`src/rtl/mips_multicycle_ctrl.sv`:
```
// Main control FSM of the multi-cycle MIPS32 core: sequences the shared memory port,
// register file, ALU and PC. It also handles memory wait states, timeouts and retired-instruction counting.
module mips_multicycle_ctrl #(
  parameter int unsigned TIMEOUT = 15,
  parameter int unsigned CNT_W   = 32
) (
  input  logic             clk,
  input  logic             rst,
  input  logic [5:0]       opcode,
  input  logic             alu_zero,
  input  logic             mem_ready,
  output logic             pc_write,
  output logic             pc_write_cond,
  output logic             iord,
  output logic             mem_read,
  output logic             mem_write,
  output logic             ir_write,
  output logic [1:0]       regdst,
  output logic [1:0]       memtoreg,
  output logic             reg_write,
  output logic             alusrca,
  output logic [1:0]       alusrcb,
  output logic [1:0]       aluop,
  output logic [1:0]       pcsrc,
  output logic [3:0]       state,
  output logic             mem_timeout,
  output logic [CNT_W-1:0] instr_count
);

  typedef enum logic [3:0] {
    S_FETCH  = 4'd0,  S_DECODE = 4'd1,  S_MEMADR = 4'd2,  S_MEMRD  = 4'd3,
    S_MEMWB  = 4'd4,  S_MEMWR  = 4'd5,  S_EXEC   = 4'd6,  S_ALUWB  = 4'd7,
    S_BRANCH = 4'd8,  S_JUMP   = 4'd9,  S_ADDIEX = 4'd10, S_ADDIWB = 4'd11,
    S_JAL    = 4'd12
  } state_t;

  localparam logic [5:0] OP_RTYPE = 6'b000000;
  localparam logic [5:0] OP_LW    = 6'b100011;
  localparam logic [5:0] OP_SW    = 6'b101011;
  localparam logic [5:0] OP_BEQ   = 6'b000100;
  localparam logic [5:0] OP_J     = 6'b000010;
  localparam logic [5:0] OP_JAL   = 6'b000011;
  localparam logic [5:0] OP_ADDI  = 6'b001000;
  localparam logic [7:0] WAIT_LIM = 8'(TIMEOUT - 1);

  state_t           state_r, state_nxt_s;
  logic [7:0]       wait_cnt_r, wait_cnt_nxt_s;
  logic             mem_timeout_r;
  logic [CNT_W-1:0] instr_count_r;
  logic             in_wait_s, abort_s, retire_s;
  logic             pc_write_s, pc_write_cond_s, ir_write_s, reg_write_s, mem_write_s;
  logic             alu_zero_unused_s;

  // alu_zero qualifies pc_write_cond in the datapath, not here
  assign alu_zero_unused_s = alu_zero;

  assign in_wait_s = (state_r == S_FETCH) || (state_r == S_MEMRD) || (state_r == S_MEMWR);
  assign abort_s   = in_wait_s && !mem_ready && (wait_cnt_r == WAIT_LIM);

  // Next-state and control decode
  always_comb begin
    state_nxt_s     = state_r;
    retire_s        = 1'b0;
    pc_write_s      = 1'b0;
    pc_write_cond_s = 1'b0;
    ir_write_s      = 1'b0;
    reg_write_s     = 1'b0;
    mem_write_s     = 1'b0;
    iord            = 1'b0;
    mem_read        = 1'b0;
    regdst          = 2'b00;
    memtoreg        = 2'b00;
    alusrca         = 1'b0;
    alusrcb         = 2'b00;
    aluop           = 2'b00;
    pcsrc           = 2'b00;
    case (state_r)
      S_FETCH: begin
        mem_read = 1'b1;
        alusrcb  = 2'b01;
        if (mem_ready) begin
          ir_write_s  = 1'b1;
          pc_write_s  = 1'b1;
          state_nxt_s = S_DECODE;
        end else begin
          state_nxt_s = S_FETCH;
        end
      end
      S_DECODE: begin
        alusrcb = 2'b11;
        case (opcode)
          OP_LW, OP_SW: state_nxt_s = S_MEMADR;
          OP_RTYPE:     state_nxt_s = S_EXEC;
          OP_BEQ:       state_nxt_s = S_BRANCH;
          OP_J:         state_nxt_s = S_JUMP;
          OP_JAL:       state_nxt_s = S_JAL;
          OP_ADDI:      state_nxt_s = S_ADDIEX;
          default:      state_nxt_s = S_FETCH;
        endcase
      end
      S_MEMADR: begin
        alusrca = 1'b1;
        alusrcb = 2'b10;
        if (opcode == OP_LW) begin
          state_nxt_s = S_MEMRD;
        end else begin
          state_nxt_s = S_MEMWR;
        end
      end
      S_MEMRD: begin
        mem_read = 1'b1;
        iord     = 1'b1;
        if (mem_ready) begin
          state_nxt_s = S_MEMWB;
        end else if (abort_s) begin
          state_nxt_s = S_FETCH;
        end else begin
          state_nxt_s = S_MEMRD;
        end
      end
      S_MEMWB: begin
        reg_write_s = 1'b1;
        memtoreg    = 2'b01;
        retire_s    = 1'b1;
        state_nxt_s = S_FETCH;
      end
      S_MEMWR: begin
        mem_write_s = 1'b1;
        iord        = 1'b1;
        if (mem_ready) begin
          retire_s    = 1'b1;
          state_nxt_s = S_FETCH;
        end else if (abort_s) begin
          state_nxt_s = S_FETCH;
        end else begin
          state_nxt_s = S_MEMWR;
        end
      end
      S_EXEC: begin
        alusrca     = 1'b1;
        aluop       = 2'b10;
        state_nxt_s = S_ALUWB;
      end
      S_ALUWB: begin
        reg_write_s = 1'b1;
        regdst      = 2'b01;
        retire_s    = 1'b1;
        state_nxt_s = S_FETCH;
      end
      S_BRANCH: begin
        alusrca         = 1'b1;
        aluop           = 2'b01;
        pcsrc           = 2'b01;
        pc_write_cond_s = 1'b1;
        retire_s        = 1'b1;
        state_nxt_s     = S_FETCH;
      end
      S_JUMP: begin
        pcsrc       = 2'b10;
        pc_write_s  = 1'b1;
        retire_s    = 1'b1;
        state_nxt_s = S_FETCH;
      end
      S_JAL: begin
        pcsrc       = 2'b10;
        pc_write_s  = 1'b1;
        reg_write_s = 1'b1;
        regdst      = 2'b10;
        memtoreg    = 2'b10;
        retire_s    = 1'b1;
        state_nxt_s = S_FETCH;
      end
      S_ADDIEX: begin
        alusrca     = 1'b1;
        alusrcb     = 2'b10;
        state_nxt_s = S_ADDIWB;
      end
      S_ADDIWB: begin
        reg_write_s = 1'b1;
        retire_s    = 1'b1;
        state_nxt_s = S_FETCH;
      end
      default: state_nxt_s = S_FETCH;
    endcase
  end

  // Wait counter restarts whenever memory answers or the wait is abandoned
  always_comb begin
    if (in_wait_s && !mem_ready && !abort_s) begin
      wait_cnt_nxt_s = wait_cnt_r + 8'd1;
    end else begin
      wait_cnt_nxt_s = 8'd0;
    end
  end

  // Strobes are held low combinationally while reset is asserted
  assign pc_write      = pc_write_s      & rst;
  assign pc_write_cond = pc_write_cond_s & rst;
  assign ir_write      = ir_write_s      & rst;
  assign reg_write     = reg_write_s     & rst;
  assign mem_write     = mem_write_s     & rst;
  assign state         = state_r;
  assign mem_timeout   = mem_timeout_r;
  assign instr_count   = instr_count_r;

  // State, wait counter, timeout pulse and retire counter
  always_ff @(posedge clk) begin
    if (!rst) begin
      state_r       <= S_FETCH;
      wait_cnt_r    <= 8'd0;
      mem_timeout_r <= 1'b0;
      instr_count_r <= '0;
    end else begin
      state_r       <= state_nxt_s;
      wait_cnt_r    <= wait_cnt_nxt_s;
      mem_timeout_r <= abort_s;
      if (retire_s) begin
        instr_count_r <= instr_count_r + CNT_W'(1);
      end else begin
        instr_count_r <= instr_count_r;
      end
    end
  end

endmodule

```
`config.mk`:
```
export PLATFORM = sky130hd
export DESIGN_NAME = mips_multicycle_ctrl
export DESIGN_NICKNAME = d
export VERILOG_FILES = /design/src/rtl/mips_multicycle_ctrl.sv
export SDC_FILE = /design/constraint.sdc
export NUM_CORES = 1
export LEC_CHECK = 0
export CORE_UTILIZATION = 35
export CTS_CLUSTER_DIAMETER = 30
export DETAILED_ROUTE_END_ITERATION = 10
export GPL_ROUTABILITY_DRIVEN = 0
export PLACE_DENSITY = 0.6
export SLEW_MARGIN = 20
export SYNTH_ARGS = -nofsm -noshare
export SYNTH_HDL_FRONTEND = slang
export SYNTH_SLANG_ARGS = --single-unit
export TNS_END_PERCENT = 10
```
`constraint.sdc`:
```
create_clock -name clk -period 1.8 [get_ports clk]
set_clock_uncertainty 0.05 [all_clocks]
set_input_delay 0.27 -clock clk [delete_from_list [all_inputs] [get_ports clk]]
set_output_delay 0.27 -clock clk [all_outputs]
set_load 0.01 [all_outputs]
```
==> metrics.cfg <==
[power]
p_total_mw=1.80
ir_worst_vdd_v=0.000311
leakage_nw=1.45
pwr_density_cell_mw_per_mm2=486

[synthesis]
synthArstFlopShare_pct=0
synth_largest_area_cell=dfxtp_1
synthesized_area_fraction_occupied_by_ao_oa_aoi_and_oai_cells_pct=12.6
synth_xor_area_share_pct=9.47
postSynthNetCount=311
avgSynthCellArea_sq_um=8.07
ys.warnings.count=0
synth-edff-count=0
post_synth_mux_area_share_pct=0.416
combinational_family_with_the_most_area_after_synthesis=simple AND/OR/NAND/NOR gates
yosys_register_bits=45
most_area_consuming_cells_after_synthesis=dfxtp_1 37%, xor2_1 6.6%, nor2_1 5.9%
postSynthCellCount=298
synthSimpleGateAreaFrac_pct=33.5
synth_area_sq_mm=0.00240
synth.lib_cells_used.distinct=45
synthFlopType=dfxtp_1
synth_top_area_share_pct=37.5
post_synth_fa_ha_maj_area_fraction_pct=1.56
synth.yosys.seq_area_share_pct=37.5

[detailed_routing]
drc=2
maxUsedRoutingLayer=met4
detail-route-antenna-nets=0
drt-total-wl_um=6610
detailroute.wirelength.met3_um=200
met2RoutedLength_um=3180
drtIter0Drc=82
drt_pass1_iterations=7
vias_per_cell=5.27
wl_per_cell_um=13.4
via_count=2598
wl_met1_um=3030

[floorplanning]
design.die.area_sq_mm=0.00721
die_width_um=84.9
floorplan.rows=29
placeableCoreArea_sq_mm=0.00649
initial_core_util_pct=37.0
design.portCount=65
die_height_um=84.9

[global_routing]
grt_util_all_layers_pct=18.7
grt_antenna_before_repair=0
via_count_of_the_first_global_routing_pass=2416
overflow=0
largest_net_degree_at_the_start_of_global_routing=32
grt_first_pass_wirelength_um=11000

[setup_path]
regToRegEndpoint=instr_count[13]
crit_path_max_fanout=8
end_kind=primary output
worstRegToRegCells=6
worstPathRequired_ps=1480
critical_path.startpoint_type=register
critPathArrivalTime_ps=1510
crit_path_category=register to primary output
critical_path.endpoint=reg_write
r2r-start=instr_count[6]
rrSetupSlack_ps=70
worstSetupStartpoint=state[0]

[job]
drv.max_cap_violation_count=0

[clock_tree]
cts_inserted_buffers=5
cts_buffer_depth=2
path_clk_slew_ps=80
clock_sinks=45
cts_tree=done
holdBufCountCts=0
cts_htree_levels=2
root_buffer=clkbuf_8
clock_insertion_delay_worst_skew_ps=300

[sta]
finalSetupViolCount=2
final_number_of_max_transition_violations=0
setup_repair_after_global_routing_missed_its_margin=true
timing.setup.tns_ps=-38.9
clock.fmax_mhz=548
worst_slew_margin_rel_pct=76.1
layout_min_cycle_time_ps=1830
fin_ws_ps=-25.8
hold_viol=0
worst-slew-pin-transition_ps=358
post-route-period-util_pct=101

[finish]
area_growth_syn_to_layout_pct=54.3
postLayoutCoreUtil_pct=57.1
insertedDiodeCount=0
nets=428
post_route_cells_drive_above_1_share_pct=28.4
area_of_all_placed_cells_without_fillers_sq_mm=0.00371

[outcome]
failed_checks=DRC, setup timing
status=finished, violations left

[place]
total_half_perimeter_wirelength_after_legalization_and_detailed_placement_um=4840
numPortBuffers=63
dpl-instance-area_sq_mm=0.00352

[hold_path]
hold_path.class=input port to register

==> worst min-delay path by stage <==
stage	from	end	depth (start not counted)
after global routing	mem_ready	mem_timeout	3
final	mem_ready	mem_timeout	3
after global placement	wait_cnt_r[0]	wait_cnt_r[0]	1
after floorplan	mem_ready	mem_timeout	1
after detailed placement	instr_count[31]	instr_count[31]	2
after CTS	instr_count[31]	instr_count[31]	2
==> synth_stat cells, drive strengths merged (2+ instances only) <==
cell type  instances
nand3             15
and2               4
o31ai              2
and3               4
nand2b             5
or4                3
inv                7
dfxtp             45
o21ai             14
o211ai             2
ha                 3
a31oi              3
nand2             20
and4               6
nor4               2
xor2              18
nor3              11
a21oi             21
clkbuf            11
or3               15
nand4             17
xnor2              8
nor2              38
buf                8
==> registers in the layout, indices dropped and copies added, names as in the netlist <==
| name | count |
|---|---|
| instr_count | 32 |
| wait_cnt_r | 8 |
| state | 4 |
| mem_timeout | 1 |
==> cells in the final DEF (no fill, tap or decap), types with 3 or more instances in the layout <==
| cell type | n |
|---|---|
| nor3_2 | 3 |
| and3_1 | 4 |
| ha_1 | 3 |
| dfxtp_1 | 36 |
| dfxtp_2 | 8 |
| nor2_1 | 36 |
| clkinvlp_4 | 3 |
| and4_1 | 3 |
| nand2b_1 | 3 |
| buf_4 | 64 |
| buf_2 | 5 |
| nor3_1 | 8 |
| xor2_1 | 18 |
| nand2_1 | 20 |
| clkdlybuf4s50_1 | 42 |
| or3_4 | 3 |
| a31oi_1 | 3 |
| inv_1 | 7 |
| and2_1 | 4 |
| xnor2_1 | 8 |
| a21oi_1 | 19 |
| o21ai_0 | 14 |
| nand3_1 | 13 |
| clkbuf_8 | 5 |
| or3_1 | 12 |
| nand4_1 | 15 |
| dlygate4sd2_1 | 9 |
==> through the flow <==
stage,instances,setup slack [ps],hold slack [ps]
after global routing,493,-80.4,309
after floorplan,298,-33.9,298
after detailed placement,482,-351,424
after CTS,490,-210,438
final,493,-25.8,286
after global placement,482,-343,412
==> per-layer routing <==
metal  vias to the layer above  GRT usage (%)
met2                        65           32.4
met1                      1217           23.5
met3                        16           2.82
met5                         -              0
li1                       1300              -
met4                         0           7.40
==> power by group <==
group          switching (mW)  internal, mW  total (mW)  leakage [nW]
registers             0.00490         0.998        1.00         0.368
logic                  0.0859        0.0808       0.167          1.05
clock network           0.362         0.273       0.635        0.0364
total                   0.453          1.35        1.80          1.45
==> timing repair <==
action                                  CTS  global route
cloned                                    0             1
pin swaps                                 2             8
gates resized for setup                  45            35
endpoints found under the setup margin   28            30
hold endpoints to repair                  0             0
buffers inserted                          0             2
==> kinds of logic after synthesis <==
group / Yosys count
mux: 1
flops: 45
buf+inv: 27
fa+ha+maj: 3
xor+xnor: 26
simple gates: 147
compound gates: 49
==> area by class of cell <==
type                       instances  area, sq um
sequential                        45          915
clock buffer                       5         68.8
fill                             617         2780
clock inverter                     3         22.5
multi-input combinational        227         1500
timing repair buffer             128         1080
inverter                           8         31.3
tap                               77         96.3
==> critical path: stages, from the launching register on <==
cell and delay [ps]:
dfxtp_2 360, buf_4 180, nor2_4 60, buf_4 130
a21oi_1 140, nor2_1 60, dlygate4sd2_1 280
(Power assumes the default switching activity.)
